[src/rtl/uart_word_tx.sv]
// uart_word_tx: serialises a word as back-to-back UART frames behind a valid/ready handshake
module uart_word_tx #(
  parameter int CLK_DIV   = 5208,
  parameter int WORD_W    = 12,
  parameter int DATA_BITS = 8,
  parameter int PARITY    = 1,
  parameter int STOP_BITS = 1,
  parameter int GAP_BITS  = 1,
  localparam int NFRAMES  = (WORD_W + DATA_BITS - 1) / DATA_BITS,
  localparam int FW       = NFRAMES > 1 ? $clog2(NFRAMES) : 1
) (
  input  logic              clk,
  input  logic              n_rst,
  input  logic [WORD_W-1:0] word_data,
  input  logic              word_valid,
  output logic              word_ready,
  output logic              tx,
  output logic              busy,
  output logic [FW-1:0]     frame_idx
);
  localparam int SW = NFRAMES * DATA_BITS;
  localparam int CW = $clog2(CLK_DIV);
  localparam int MB = DATA_BITS > STOP_BITS ? (DATA_BITS > GAP_BITS ? DATA_BITS : GAP_BITS)
                                            : (STOP_BITS > GAP_BITS ? STOP_BITS : GAP_BITS);
  localparam int BW = $clog2(MB + 1);
  localparam logic [CW-1:0] CNT_LAST = CW'(CLK_DIV - 1);
  localparam logic [BW-1:0] D_LAST   = BW'(DATA_BITS - 1);
  localparam logic [BW-1:0] S_LAST   = BW'(STOP_BITS - 1);
  localparam logic [BW-1:0] G_LAST   = BW'(GAP_BITS > 0 ? GAP_BITS - 1 : 0);
  localparam logic [FW-1:0] F_LAST   = FW'(NFRAMES - 1);

  typedef enum logic [2:0] {IDLE, START, DATA, PAR, STOP, GAP} state_t;

  state_t          state, state_d;
  logic [CW-1:0]   cnt, cnt_d;
  logic [BW-1:0]   bidx, bidx_d;
  logic [SW-1:0]   sh, sh_d;
  logic [FW-1:0]   fidx_d;
  logic            par, par_d, tx_d, tick, last_f;

  assign tick       = cnt == CNT_LAST;
  assign last_f     = frame_idx == F_LAST;
  assign word_ready = state == IDLE;
  assign busy       = state != IDLE;

  // Registered state; tx is registered from the next-state level so the start bit appears on the accept edge
  always_ff @(posedge clk or negedge n_rst) begin
    if (!n_rst) begin
      state     <= IDLE;
      cnt       <= '0;
      bidx      <= '0;
      sh        <= '0;
      frame_idx <= '0;
      par       <= 1'b0;
      tx        <= 1'b1;
    end else begin
      state     <= state_d;
      cnt       <= cnt_d;
      bidx      <= bidx_d;
      sh        <= sh_d;
      frame_idx <= fidx_d;
      par       <= par_d;
      tx        <= tx_d;
    end
  end

  // Next-state logic: bit timing, frame sequencing, shifting and running parity
  always_comb begin
    state_d = state;
    cnt_d   = (state == IDLE || tick) ? '0 : cnt + 1'b1;
    bidx_d  = bidx;
    sh_d    = sh;
    fidx_d  = frame_idx;
    par_d   = par;
    case (state)
      IDLE: if (word_valid) begin
        state_d = START;
        sh_d    = SW'(word_data);
        fidx_d  = '0;
        bidx_d  = '0;
      end
      START: if (tick) begin
        state_d = DATA;
        bidx_d  = '0;
        par_d   = 1'b0;
      end
      DATA: if (tick) begin
        sh_d    = sh >> 1;
        par_d   = par ^ sh[0];
        bidx_d  = bidx == D_LAST ? '0 : bidx + 1'b1;
        state_d = bidx != D_LAST ? DATA : PARITY != 0 ? PAR : STOP;
      end
      PAR: if (tick) begin
        state_d = STOP;
        bidx_d  = '0;
      end
      STOP: if (tick) begin
        bidx_d  = bidx == S_LAST ? '0 : bidx + 1'b1;
        state_d = bidx != S_LAST ? STOP : last_f ? IDLE : GAP_BITS > 0 ? GAP : START;
        fidx_d  = bidx != S_LAST ? frame_idx : last_f ? '0 : GAP_BITS > 0 ? frame_idx : frame_idx + 1'b1;
      end
      GAP: if (tick) begin
        bidx_d  = bidx == G_LAST ? '0 : bidx + 1'b1;
        state_d = bidx == G_LAST ? START : GAP;
        fidx_d  = bidx == G_LAST ? frame_idx + 1'b1 : frame_idx;
      end
      default: state_d = IDLE;
    endcase
    tx_d = state_d == START ? 1'b0 :
           state_d == DATA  ? sh_d[0] :
           state_d == PAR   ? (PARITY == 2 ? ~par_d : par_d) : 1'b1;
  end
endmodule
[config.mk]
export PLATFORM = sky130hd
export DESIGN_NAME = uart_word_tx
export DESIGN_NICKNAME = d
export VERILOG_FILES = /design/src/rtl/uart_word_tx.sv
export SDC_FILE = /design/constraint.sdc
export NUM_CORES = 1
export LEC_CHECK = 0
export CAP_MARGIN = 20
export CORE_MARGIN = 2
export CORE_UTILIZATION = 52
export DETAILED_ROUTE_END_ITERATION = 10
export HOLD_SLACK_MARGIN = 0.03
export PLACE_DENSITY = 0.8
export SYNTH_ARGS = -nofsm -noshare
export SYNTH_HDL_FRONTEND = slang
export SYNTH_SLANG_ARGS = --single-unit
[constraint.sdc]
create_clock -name clk -period 4.6 [get_ports clk]
set_input_delay 0.46 -clock clk [delete_from_list [all_inputs] [get_ports clk]]
set_output_delay 0.46 -clock clk [all_outputs]
set_load 0.01 [all_outputs]
## Word level (Yosys, flattened, before mapping)

Index checks and enable logic that the tools add are counted.

| cells by class | value |
|---|---|
| equal/unequal tests | 19 |
| $add $sub $neg | 3 |
| reduce and logical (&&, ||, !) cells | 13 |
| muxes and demuxes | 34 |
| bitwise operators | 1 |

Operators by type and width:

| operator | count |
|---|---|
| 16-bit 2-to-1 mux | 2 |
| 16-bit case mux with 2 select lines | 1 |
| 3-bit 2-to-1 mux | 9 |
| 4-bit 2-to-1 mux | 6 |
| 3-bit case mux with 6 select lines | 1 |
| 4-bit case mux with 4 select lines | 1 |
| 13-bit by 1-bit adder with 13-bit output, second input constant | 1 |
| 13-bit == test, second input constant | 1 |
| 13-bit 2-to-1 mux | 1 |
| 3-bit by 2-bit == test with 1-bit output, second input constant | 4 |
| 2-bit inequality test, second input constant | 6 |
| 1-bit 2-to-1 mux | 11 |
| 4-bit nonzero test | 2 |
| 3-bit by 1-bit == test with 1-bit output, second input constant | 2 |
| 3-bit == test, second input constant | 2 |
| 6-bit AND reduction | 1 |
| 3-bit nonzero test | 2 |
| 5-bit AND reduction | 1 |
| 4-bit by 1-bit adder with 4-bit output, second input constant | 1 |
| 4-bit by 3-bit == test with 1-bit output, second input constant | 1 |
| 4-bit zero test | 1 |
| 2-bit by 1-bit inequality test with 1-bit output, second input constant | 2 |
| 4-bit by 3-bit inequality test with 1-bit output, second input constant | 1 |
| 2-bit OR reduction | 2 |
| 8 further kinds | 8 |

| word-level totals | value |
|---|---|
| input bits | 15 |
| bits in registers | 39 |
| logic and storage cells | 78 |

## Longest topological paths before layout

| logic depth | value |
|---|---|
| depth in word-level cells | 8 |
| gate-level depth with buffers | 8 |
| mapped depth without buffers | 7 |

## Worst setup path before layout

No wires, ideal clock.

| timing path | value |
|---|---|
| path kind | flip-flop to flip-flop |
| start | register cnt[8] |
| end | register sh[10] |
| data arrival time | 1988 ps |
| cell stages (with the launch flop) | 7 |
| clock period less this slack | 2106 ps |
| required time | 4482 ps |
| slack | 2494 ps |
| library setup time | 118 ps |
| path through | dfrtp_1 or3b_4 nor4_4 nand2_2 a211o_1 buf_6 a21o_1 |

| between the ends | value |
|---|---|
| longest elaborated chain between the ends | 3 |

RTL lines:

| item | RTL line | source |
|---|---|---|
| start: declaration | 35 | `logic [CW-1:0] cnt, cnt_d;` |
| start signal: assignment | 58 | `cnt <= cnt_d;` |
| 13-bit == test | 41 | `assign tick = cnt == CNT_LAST;` |
| 2-bit inequality test (no source line) | n/a |  |
| 3-bit AND reduction (no source line) | n/a |  |
| end signal: assignment | 52 | `sh <= '0;` |
| end signal: assignment | 60 | `sh <= sh_d;` |
| end: declaration | 37 | `logic [SW-1:0] sh, sh_d;` |

Every way passes these cells.
A chain may end at the register's enable or synchronous reset.

## Worst setup path in the final report

| timing path | value |
|---|---|
| start | register state[0] |
| end | output word_ready |

| between the ends | value |
|---|---|
| longest elaborated chain between the ends | 1 |

RTL lines:

| item | RTL line | source |
|---|---|---|
| start: declaration | 34 | `state_t state, state_d;` |
| start signal: assignment | 57 | `state <= state_d;` |
| 3-bit zero test | 43 | `assign word_ready = state == IDLE;` |
| end: declaration | 16 | `output logic word_ready,` |

Every way passes these cells.

==> run metrics <==
status completed; overall via count from detail_route 1574; EDFF count, synth 0; grt ovf 0; GRT Max-Usage Layer met2; TritonCTS clock tree yes; io pins 19; syn_area_per_cell 10.1 µm²; Lkg Pwr 1.06 nW; row cnt 22; Worst EP required slightly above 4 ns; Final Hold Vio Count 0; internal reg-to-reg setup slack 2.10 ns; most frequent cells in the layout dfrtp_1 (37), clkdlybuf4s50_1 (17), nor2_1 (16), nand2_1 (13); WP data arrival between 2 and 2.5 ns; Startpoint Class register; clock slew at reported path FFs approximately 0.080 ns; maximum clock path buffer count 2; grt met3 use 0.0524; share of cells above drive strength 1 0.0959; die area 4460 µm²; Iter 0 DRT Violations 109; post-DP HPWL approximately 2700 µm; sequential area share after synthesis 0.465; Async SR Flop Fraction 1.00; height of the die 66.8 µm; Worst slew margin 0.446; final setup violation count 0; Starting Density 0.552; Worst VDD drop 0.000206 V; Detail Route Antenna Nets 0; Design Power 0.818 mW; R2R depth 5; Fin Setup TNS 0 ns; FF-to-FF End tx$_DFF_PN1_; area grow syn2layout 15.1%; first-pass GRT wire length 6880 µm; met2 track demand over resource 0.326; htree depth 2; crit path time final 2.55 ns; ys flop type dfrtp_1; max-cap violations 0; largest net degree at the start of global routing 39; Crit Path Category reg2out; clk_lat worst skew about 0.29 ns; post-CTS setup buffers 0; Max Fclk approximately 0.4 GHz; post-synth cell types 51; total wire length 3900 µm; Root Driver clkbuf_8; Final Max Tran Viols 0; WL/cell ~15 µm; ant diodes 0; Global Route met1 Usage 0.273; post-synth net total 220; Die W 66.8 µm; Final period util 0.555; Crit Path Max Fanout 17; Worst-Margin Slew 0.830 ns; CTS sink cnt 38; Synth Warn # 0; Overall Global Routing Usage 0.205; Final GP Congestion 0.793; IO buf count 18; vias in the first global route 1491; Critical R2R Launch state[0]$_DFF_PN0_; FF+latch count, synth 38; DRC viols 0; setup repair after global routing missed its margin false; core area 3720 µm²; CP endpoint kind output pin; Hold Path Class in2async; vias per cell 5.90; Pwr per Cell Area 347 nW/µm²; 1st-pass router iterations 4; CTS resizes 0; # fillers between 200 and 300; CTS Hold Bufs 0; post-route clock skew 0.00887 ns; final net count 236; most common cell after layout, fill and taps aside dfrtp_1; Num CTS Buffers 5; initial antenna violation count 0; Mapped Cells 202; area of the mapped netlist ~2000 µm²
## flip-flops by register name, indices dropped and copies added, names as in the netlist
register and cells:
tx 1, sh 15, frame_idx 1, state 3
par 1, bidx 4, cnt 13
## metal layers
layer  vias up  wire, µm  part of all wire
met3         6       105             0.027
li1        768         -                 -
met5         -         0                 0
met2        25      1810              0.46
met4         0        46             0.012
met1       775      1930              0.50
## where the power goes
group / switching, mW / total, mW / internal, mW
combinational: 0.0521 / 0.107 / 0.0551
sequential: 0.0449 / 0.423 / 0.378
clock: 0.111 / 0.288 / 0.177
total: 0.208 / 0.818 / 0.610
## cells in the mapped netlist (2+ instances only)
library cell,number,area share
inv_1,7,0.013
nor4_4,2,0.021
a22o_1,12,0.051
nand4_1,5,0.015
a211o_1,2,0.0085
xnor2_1,2,0.0085
nor3_1,2,0.0049
a21o_1,12,0.044
clkbuf_1,6,0.011
nor4_1,2,0.0061
buf_2,3,0.0073
mux2i_1,4,0.020
a21oi_1,8,0.020
nand2b_1,7,0.021
nor2_1,16,0.029
dfrtp_1,37,0.45
o31ai_1,2,0.0073
o21ai_0,11,0.027
nand3_1,4,0.0098
nor2b_1,2,0.0061
or3b_2,2,0.0085
xor2_1,5,0.021
nand2_1,13,0.024
ha_1,3,0.018
or3_1,6,0.018
nand3b_1,2,0.0073
## per-stage QoR
step	std cells	hold WS (ns)	utilization	setup WS, ns	cell area (µm²)
3_5_place_dp	259	0.454	0.604	2.13	2240
5_1_grt	267	0.336	0.635	1.90	2360
3_3_place_gp	259	0.448	0.604	2.19	2240
4_1_cts	267	0.294	0.635	2.06	2360
2_1_floorplan	202	0.164	-	2.49	2050
6_report	267	0.265	0.635	2.05	2360
## cells by family (layout without fill, tap and decap cells)
group | Yosys count | in the layout | synth area share
adders and majority gates | 3 | 3 | 0.0183
and+or+nand+nor | 76 | 76 | 0.230
xor gates and xnor gates | 7 | 7 | 0.0299
buffers and inverters | 17 | 34 | 0.0366
DFF | 38 | 38 | 0.465
AOI/OAI and AO/OA | 57 | 57 | 0.201
muxes | 4 | 4 | 0.0195
## worst max-delay path, cell delays in order, from the launching register on
cell	delay [ns]
dfrtp_1	0.56
or3_1	0.50
inv_1	0.18
clkdlybuf4s50_1	0.56
## worst max path at each step
stage	endpoint	slack (ns)	startpoint	cells after the start
detailed placement	tx$_DFF_PN1_	2.13	state[0]$_DFF_PN0_	5
floorplan	sh[10]$_DFFE_PN0P_	2.49	cnt[8]$_DFF_PN0_	6
finish	word_ready	2.05	state[0]$_DFF_PN0_	3
global placement	tx$_DFF_PN1_	2.19	state[0]$_DFF_PN0_	5
global route	tx$_DFF_PN1_	1.90	state[0]$_DFF_PN0_	5
CTS	word_ready	2.06	state[0]$_DFF_PN0_	3
## area by class of cell
cell class	instances	area [µm²]	share of cell area
tap	48	60.1	0.0255
clock buffer	7	86.3	0.0366
sequential	38	952	0.403
clock inverter	1	30.0	0.0127
multi-input combinational	147	1020	0.433
timing repair buffer	19	183	0.0774
inverter	7	26.3	0.0111
Note: power is estimated with default switching activity, not from simulation.
